--- src/rtl/cacheline_arbiter_if.sv ---
// Bundle of the I-cache, D-cache and backing-memory line ports seen by cacheline_arbiter.
// The slave modport is the arbiter's view; master is the view of the caches and memory around it.
interface cacheline_arbiter_if #(
    parameter int LINE_W = 256,
    parameter int ADDR_W = 32
);
    logic [ADDR_W-1:0] i_addr;
    logic              i_read;
    logic [LINE_W-1:0] i_rdata;
    logic              i_resp;

    logic [ADDR_W-1:0] d_addr;
    logic              d_read;
    logic              d_write;
    logic [LINE_W-1:0] d_wdata;
    logic [LINE_W-1:0] d_rdata;
    logic              d_resp;

    logic [ADDR_W-1:0] m_addr;
    logic              m_read;
    logic              m_write;
    logic [LINE_W-1:0] m_wdata;
    logic [LINE_W-1:0] m_rdata;
    logic              m_resp;

    modport slave (
        input  i_addr, i_read, d_addr, d_read, d_write, d_wdata, m_rdata, m_resp,
        output i_rdata, i_resp, d_rdata, d_resp, m_addr, m_read, m_write, m_wdata
    );

    modport master (
        output i_addr, i_read, d_addr, d_read, d_write, d_wdata, m_rdata, m_resp,
        input  i_rdata, i_resp, d_rdata, d_resp, m_addr, m_read, m_write, m_wdata
    );
endinterface

--- src/rtl/cacheline_arbiter.sv ---
// Shares one line-wide memory port between I-cache and D-cache: fixed D priority,
// with a starvation counter that forces an I grant after STARVE_MAX consecutive D grants.
module cacheline_arbiter #(
    parameter int LINE_W     = 256,
    parameter int ADDR_W     = 32,
    parameter int STARVE_MAX = 4
) (
    input  logic                clk,
    input  logic                rst,
    cacheline_arbiter_if.slave  bus
);
    localparam int OFF_W = $clog2(LINE_W / 8);
    localparam int CNT_W = $clog2(STARVE_MAX + 1);
    localparam logic [ADDR_W-1:0] OFF_MASK = {{(ADDR_W-OFF_W){1'b0}}, {OFF_W{1'b1}}};
    localparam logic [CNT_W-1:0]  CNT_MAX  = CNT_W'(STARVE_MAX);

    typedef enum logic [1:0] {
        IDLE   = 2'd0,
        BUSY_I = 2'd1,
        BUSY_D = 2'd2,
        RESP   = 2'd3
    } state_t;

    state_t            state_r, state_s;
    logic [CNT_W-1:0]  starve_cnt_r, starve_cnt_s;
    logic [ADDR_W-1:0] m_addr_r, m_addr_s;
    logic              m_read_r, m_read_s;
    logic              m_write_r, m_write_s;
    logic [LINE_W-1:0] m_wdata_r, m_wdata_s;
    logic [LINE_W-1:0] i_rdata_r, i_rdata_s;
    logic [LINE_W-1:0] d_rdata_r, d_rdata_s;
    logic              i_resp_r, i_resp_s;
    logic              d_resp_r, d_resp_s;
    logic              d_req_s;
    logic              starved_s;

    function automatic logic [ADDR_W-1:0] line_align(input logic [ADDR_W-1:0] addr);
        return addr & ~OFF_MASK;
    endfunction

    // Grant decision, transaction latching and response capture.
    always_comb begin
        state_s      = state_r;
        starve_cnt_s = starve_cnt_r;
        m_addr_s     = m_addr_r;
        m_read_s     = m_read_r;
        m_write_s    = m_write_r;
        m_wdata_s    = m_wdata_r;
        i_rdata_s    = i_rdata_r;
        d_rdata_s    = d_rdata_r;
        i_resp_s     = 1'b0;
        d_resp_s     = 1'b0;
        d_req_s      = bus.d_read | bus.d_write;
        starved_s    = bus.i_read && (starve_cnt_r == CNT_MAX);

        case (state_r)
            IDLE: begin
                if (d_req_s && !starved_s) begin
                    state_s   = BUSY_D;
                    m_addr_s  = line_align(bus.d_addr);
                    m_write_s = bus.d_write;
                    m_read_s  = bus.d_read & ~bus.d_write;
                    m_wdata_s = bus.d_wdata;
                    if (bus.i_read && (starve_cnt_r != CNT_MAX)) begin
                        starve_cnt_s = starve_cnt_r + CNT_W'(1);
                    end else begin
                        starve_cnt_s = starve_cnt_r;
                    end
                end else if (bus.i_read) begin
                    state_s      = BUSY_I;
                    m_addr_s     = line_align(bus.i_addr);
                    m_read_s     = 1'b1;
                    m_write_s    = 1'b0;
                    starve_cnt_s = '0;
                end else begin
                    state_s = IDLE;
                end
            end
            BUSY_I: begin
                if (bus.m_resp) begin
                    state_s   = RESP;
                    m_read_s  = 1'b0;
                    m_write_s = 1'b0;
                    i_rdata_s = bus.m_rdata;
                    i_resp_s  = 1'b1;
                end else begin
                    state_s = BUSY_I;
                end
            end
            BUSY_D: begin
                if (bus.m_resp) begin
                    state_s   = RESP;
                    m_read_s  = 1'b0;
                    m_write_s = 1'b0;
                    d_resp_s  = 1'b1;
                    // A writeback returns no line, so d_rdata keeps its old value.
                    if (m_read_r) begin
                        d_rdata_s = bus.m_rdata;
                    end else begin
                        d_rdata_s = d_rdata_r;
                    end
                end else begin
                    state_s = BUSY_D;
                end
            end
            RESP: begin
                state_s = IDLE;
            end
            default: begin
                state_s = IDLE;
            end
        endcase

        // An I-side that is not waiting cannot be starving.
        if (!bus.i_read) begin
            starve_cnt_s = '0;
        end else begin
            starve_cnt_s = starve_cnt_s;
        end
    end

    // State and registered outputs.
    always_ff @(posedge clk or posedge rst) begin
        if (rst) begin
            state_r      <= IDLE;
            starve_cnt_r <= '0;
            m_addr_r     <= '0;
            m_read_r     <= 1'b0;
            m_write_r    <= 1'b0;
            m_wdata_r    <= '0;
            i_rdata_r    <= '0;
            d_rdata_r    <= '0;
            i_resp_r     <= 1'b0;
            d_resp_r     <= 1'b0;
        end else begin
            state_r      <= state_s;
            starve_cnt_r <= starve_cnt_s;
            m_addr_r     <= m_addr_s;
            m_read_r     <= m_read_s;
            m_write_r    <= m_write_s;
            m_wdata_r    <= m_wdata_s;
            i_rdata_r    <= i_rdata_s;
            d_rdata_r    <= d_rdata_s;
            i_resp_r     <= i_resp_s;
            d_resp_r     <= d_resp_s;
        end
    end

    assign bus.m_addr  = m_addr_r;
    assign bus.m_read  = m_read_r;
    assign bus.m_write = m_write_r;
    assign bus.m_wdata = m_wdata_r;
    assign bus.i_rdata = i_rdata_r;
    assign bus.i_resp  = i_resp_r;
    assign bus.d_rdata = d_rdata_r;
    assign bus.d_resp  = d_resp_r;
endmodule
--- src/flat_wrapper.sv ---
// flat-port wrapper written by rule: the top's interface ports become plain ports
module cacheline_arbiter_flat 
#(
    parameter int LINE_W     = 256,
    parameter int ADDR_W     = 32,
    parameter int STARVE_MAX = 4
)
  (clk, rst, bus_i_addr, bus_i_read, bus_d_addr, bus_d_read, bus_d_write, bus_d_wdata, bus_m_rdata, bus_m_resp, bus_i_rdata, bus_i_resp, bus_d_rdata, bus_d_resp, bus_m_addr, bus_m_read, bus_m_write, bus_m_wdata);
  cacheline_arbiter_if #(.LINE_W(LINE_W), .ADDR_W(ADDR_W)) bus_i ();
  input  logic clk;
  input  logic rst;
  input wire logic [$bits(bus_i.i_addr)-1:0] bus_i_addr;
  input wire logic [$bits(bus_i.i_read)-1:0] bus_i_read;
  input wire logic [$bits(bus_i.d_addr)-1:0] bus_d_addr;
  input wire logic [$bits(bus_i.d_read)-1:0] bus_d_read;
  input wire logic [$bits(bus_i.d_write)-1:0] bus_d_write;
  input wire logic [$bits(bus_i.d_wdata)-1:0] bus_d_wdata;
  input wire logic [$bits(bus_i.m_rdata)-1:0] bus_m_rdata;
  input wire logic [$bits(bus_i.m_resp)-1:0] bus_m_resp;
  output wire logic [$bits(bus_i.i_rdata)-1:0] bus_i_rdata;
  output wire logic [$bits(bus_i.i_resp)-1:0] bus_i_resp;
  output wire logic [$bits(bus_i.d_rdata)-1:0] bus_d_rdata;
  output wire logic [$bits(bus_i.d_resp)-1:0] bus_d_resp;
  output wire logic [$bits(bus_i.m_addr)-1:0] bus_m_addr;
  output wire logic [$bits(bus_i.m_read)-1:0] bus_m_read;
  output wire logic [$bits(bus_i.m_write)-1:0] bus_m_write;
  output wire logic [$bits(bus_i.m_wdata)-1:0] bus_m_wdata;
  assign bus_i.i_addr = bus_i_addr;
  assign bus_i.i_read = bus_i_read;
  assign bus_i.d_addr = bus_d_addr;
  assign bus_i.d_read = bus_d_read;
  assign bus_i.d_write = bus_d_write;
  assign bus_i.d_wdata = bus_d_wdata;
  assign bus_i.m_rdata = bus_m_rdata;
  assign bus_i.m_resp = bus_m_resp;
  assign bus_i_rdata = bus_i.i_rdata;
  assign bus_i_resp = bus_i.i_resp;
  assign bus_d_rdata = bus_i.d_rdata;
  assign bus_d_resp = bus_i.d_resp;
  assign bus_m_addr = bus_i.m_addr;
  assign bus_m_read = bus_i.m_read;
  assign bus_m_write = bus_i.m_write;
  assign bus_m_wdata = bus_i.m_wdata;
  cacheline_arbiter #(.LINE_W(LINE_W), .ADDR_W(ADDR_W), .STARVE_MAX(STARVE_MAX)) u_core (.clk(clk), .rst(rst), .bus(bus_i));
endmodule
--- config.mk ---
export PLATFORM = sky130hd
export DESIGN_NAME = cacheline_arbiter_flat
export DESIGN_NICKNAME = d
export VERILOG_FILES = /design/src/rtl/cacheline_arbiter_if.sv /design/src/rtl/cacheline_arbiter.sv /design/src/flat_wrapper.sv
export SDC_FILE = /design/constraint.sdc
export NUM_CORES = 1
export LEC_CHECK = 0
export BUFFER_PORTS_ARGS = -buffer_cell sky130_fd_sc_hd__buf_2
export CAP_MARGIN = 20
export CORE_AREA = 2 2 536 538
export CTS_CLUSTER_DIAMETER = 200
export DETAILED_ROUTE_END_ITERATION = 8
export DIE_AREA = 0 0 538 540
export SLEW_MARGIN = 25
export SYNTH_ARGS = -nofsm -noshare
export SYNTH_HDL_FRONTEND = slang
export SYNTH_SLANG_ARGS = --single-unit
--- constraint.sdc ---
create_clock -name clk -period 30.3 [get_ports clk]
set_clock_uncertainty 0.05 [all_clocks]
set_input_delay 4.545 -clock clk [delete_from_list [all_inputs] [get_ports clk]]
set_output_delay 4.545 -clock clk [all_outputs]
set_load 0.02 [all_outputs]
==> run metrics <==
CP dominant cell by count buf_4; HPWL Detailed slightly below 200 mm; crit path max fanout 103; Compound-Gate Fraction of Synth Area less than 1%; I/O Buffers around 1,400; Die Height 540 um; total global routing overflow 0; CTS H-tree lvls 3; IO Pins 1,386; final setup fails 0; area leader, netlist dfrtp_1; CTS sink count between 800 and 900; Worst Setup Path Type input pin to asynchronous set/reset pin; DIE AREA slightly below 300,000 um2; chip width 538 um; Top delay family on crit path buffers and inverters; post-synthesis mux area share 19.02%; final hold viol count 0; total CTS buffers 104; worst min-delay path category register to register; Synth Area in Adders less than 1%; Routed Antenna Nets 0; sequential area share after synthesis 66.27%; pin count of the biggest net entering global routing 126; ys async rst share between 90% and 100%; critical path startpoint category input pin; Routed Wire Length 227.1 mm; area grow syn2layout 48.47%; fmax 136.0 MHz; arrival time worst endpoint around 8 ns; P_leak roughly 22 nW; setup bufs post-CTS 0; worst IR drop on VDD 66.83 uV; top cells by area, synth dfrtp_1 66%, mux2_2 19%, nand2_1 10%; RSZ-0062 raised after global routing false; max cap viols 0; Setup crit end kind asynchronous set/reset pin; met2 usage between 20% and 30%; post_cts resized 0; final period utilization between 20% and 30%; GRT Util Overall ~15%; Setup TNS 0 ns; Synth Area in Simple Gates 10.88%; Core Rows about 200; layout cells sized above 1 approximately 55%; Pwr Density 129.4 nW/um2; mapped cell area slightly above 30,000 um2; CP max stage delay ~0.8 ns; DRC Markers 0; Slew HR 30.92%; Place WS between 20 and 25 ns; 1st-iter DRT viols about 1,500; synth warn 0; Worst Setup Slack, final roughly 23 ns; hold buffers post-CTS 0; DRT Pass-1 Iters 5; cells after synthesis around 2,400; CTS tree yes; Vias ~25,000; syn_area_per_cell approximately 13 um2; top_reg_cell synth dfrtp_1; Yosys cell types 29; Critical Path Slowest Stage Cell buf_4; vias in the first global route 24,290; most used routing layer met2; Initial Util 10.67%; Avg WL per Cell between 20 and 30 um; worst slew pin tran ~1.0 ns; xor/xnor share of the synthesized area 0%; Reg clk slew, reported paths 0.05 ns; CP required 31.09 ns; clock period minus worst slack 7.355 ns; CP Cell Sequence buf_2, inv_8, buf_12, buf_4, buf_4, buf_4; GP Congestion roughly 0.95; largest family of logic cells by synthesized area multiplexers; core area 284,500 um2; fin. max-slew vios 0; status complete, no violations; synth cell count leaders 828 x nand2_1, 804 x dfrtp_1, 512 x mux2_2, 88 x buf_2, 31 x nor2_1; Synth top area share about two thirds; utilization after layout between 15 and 20%; EDFF count, synth 0; critical path buffer and inverter count 6; total of flip-flops plus latches after synthesis approximately 800; Final Net Count approximately 4,300; clk_lat worst skew around 0.83 ns; vias per inst around 3.3; count leader, synth nand2_1; first-pass GRT wire length about 280 mm; root buffer cell clkbuf_16; met1 usage 16.30%; initial antenna violation count approximately 310; clk buf depth 4; met3 Use GR between 10% and 20%
-- state kept, by name, indices dropped and copies added, names as in the netlist --
register / flops
u_core.starve_cnt_r: 3
u_core.bus.m_read: 1
u_core.state_r: 2
u_core.bus.m_write: 1
u_core.bus.m_wdata: 256
u_core.bus.d_rdata: 256
u_core.bus.d_resp: 1
u_core.bus.i_rdata: 256
u_core.bus.m_addr: 27
u_core.bus.i_resp: 1
-- through the flow --
step / cell area [um2] / cells / total power, mW / hold WS [ns]
6_report: 45080 / 7672 / 5.834 / 0.4164
2_1_floorplan: 30380 / 2372 / 3.273 / 0.4676
5_1_grt: 44970 / 7630 / 6.160 / 0.4312
3_3_place_gp: 41400 / 7400 / 4.607 / 0.4040
3_5_place_dp: 41400 / 7400 / 4.639 / 0.4068
4_1_cts: 44860 / 7587 / 5.955 / 0.4220
-- power breakdown --
part / switching, mW / internal (mW) / leakage, nW
sequential: 0.256 / 1.61 / 9.72
clock: 0.540 / 0.738 / 1.70
combinational: 1.89 / 0.800 / 10.5
-- worst reg2reg max path: stages (launching register included) --
cell and delay, ns:
dfrtp_1 0.40, inv_1 0.09, ha_1 0.21, nand2_4 0.30, inv_8 0.49, buf_4 0.96
buf_4 0.85, mux2_2 0.50
-- layout by cell type, fill, tap and decap left out, drive strengths merged --
cell type and n:
a21boi 1, a21oi 1, a31oi 27, a32o 2
and2 4, and3 1, buf 1396, bufinv 6
clkbuf 141, clkinv 26, clkinvlp 5, conb 5
dfrtp 804, diode 85, ha 6, inv 16
mux2 512, mux2i 1, nand2 829, nand3 2
nand4b 1, nor2 31, nor2b 1, nor3 1
o21ai 2, o22ai 2, o31ai 1, or2 1
-- per-layer routing --
| layer | vias up | part of all wire (%) |
|---|---|---|
| met5 | - | 0.60 |
| met4 | 212 | 4.5 |
| met3 | 611 | 17 |
| met2 | 1526 | 42 |
| met1 | 12162 | 37 |
| li1 | 10685 | - |
-- cells by family (layout without fill, tap and decap cells) --
group | count (synthesis) | count (layout)
mux | 513 | 513
buf+inv | 137 | 1590
other cells | 1 | 90
simple gates | 871 | 871
fa+ha+maj | 6 | 6
compound gates | 36 | 36
flops | 804 | 804
-- final timing paths --
| kind | startpoint | endpoint | slack [ns] | depth (start not counted) |
|---|---|---|---|---|
| setup / recovery | rst | u_core.bus.d_rdata[36] | 22.95 | 6 |
| hold / removal | u_core.bus.m_wdata[178] | u_core.bus.m_wdata[178] | 0.42 | 2 |
| setup reg to reg | u_core.state_r[1] | u_core.bus.i_rdata[174] | 26.28 | 7 |
| hold reg to reg | u_core.bus.m_wdata[178] | u_core.bus.m_wdata[178] | 0.42 | 2 |
| max in group clk | bus_m_resp | u_core.bus.i_rdata[174] | 23.13 | 6 |
| min in group asynchronous | rst | u_core.bus.i_rdata[208] | 3.84 | 2 |
-- final cells by class --
type / instances / area, um2
diodes: 85 / 212.7
clock buffers: 141 / 2953
clock inverters: 46 / 508.0
fillers: 31902 / 239400
inverters: 7 / 41.29
multi-input cells: 1431 / 9439
flip-flops and latches: 804 / 20120
well taps: 3762 / 4707
repair buffers: 1396 / 7097
No activity file was read; power rests on OpenSTA's default activity.
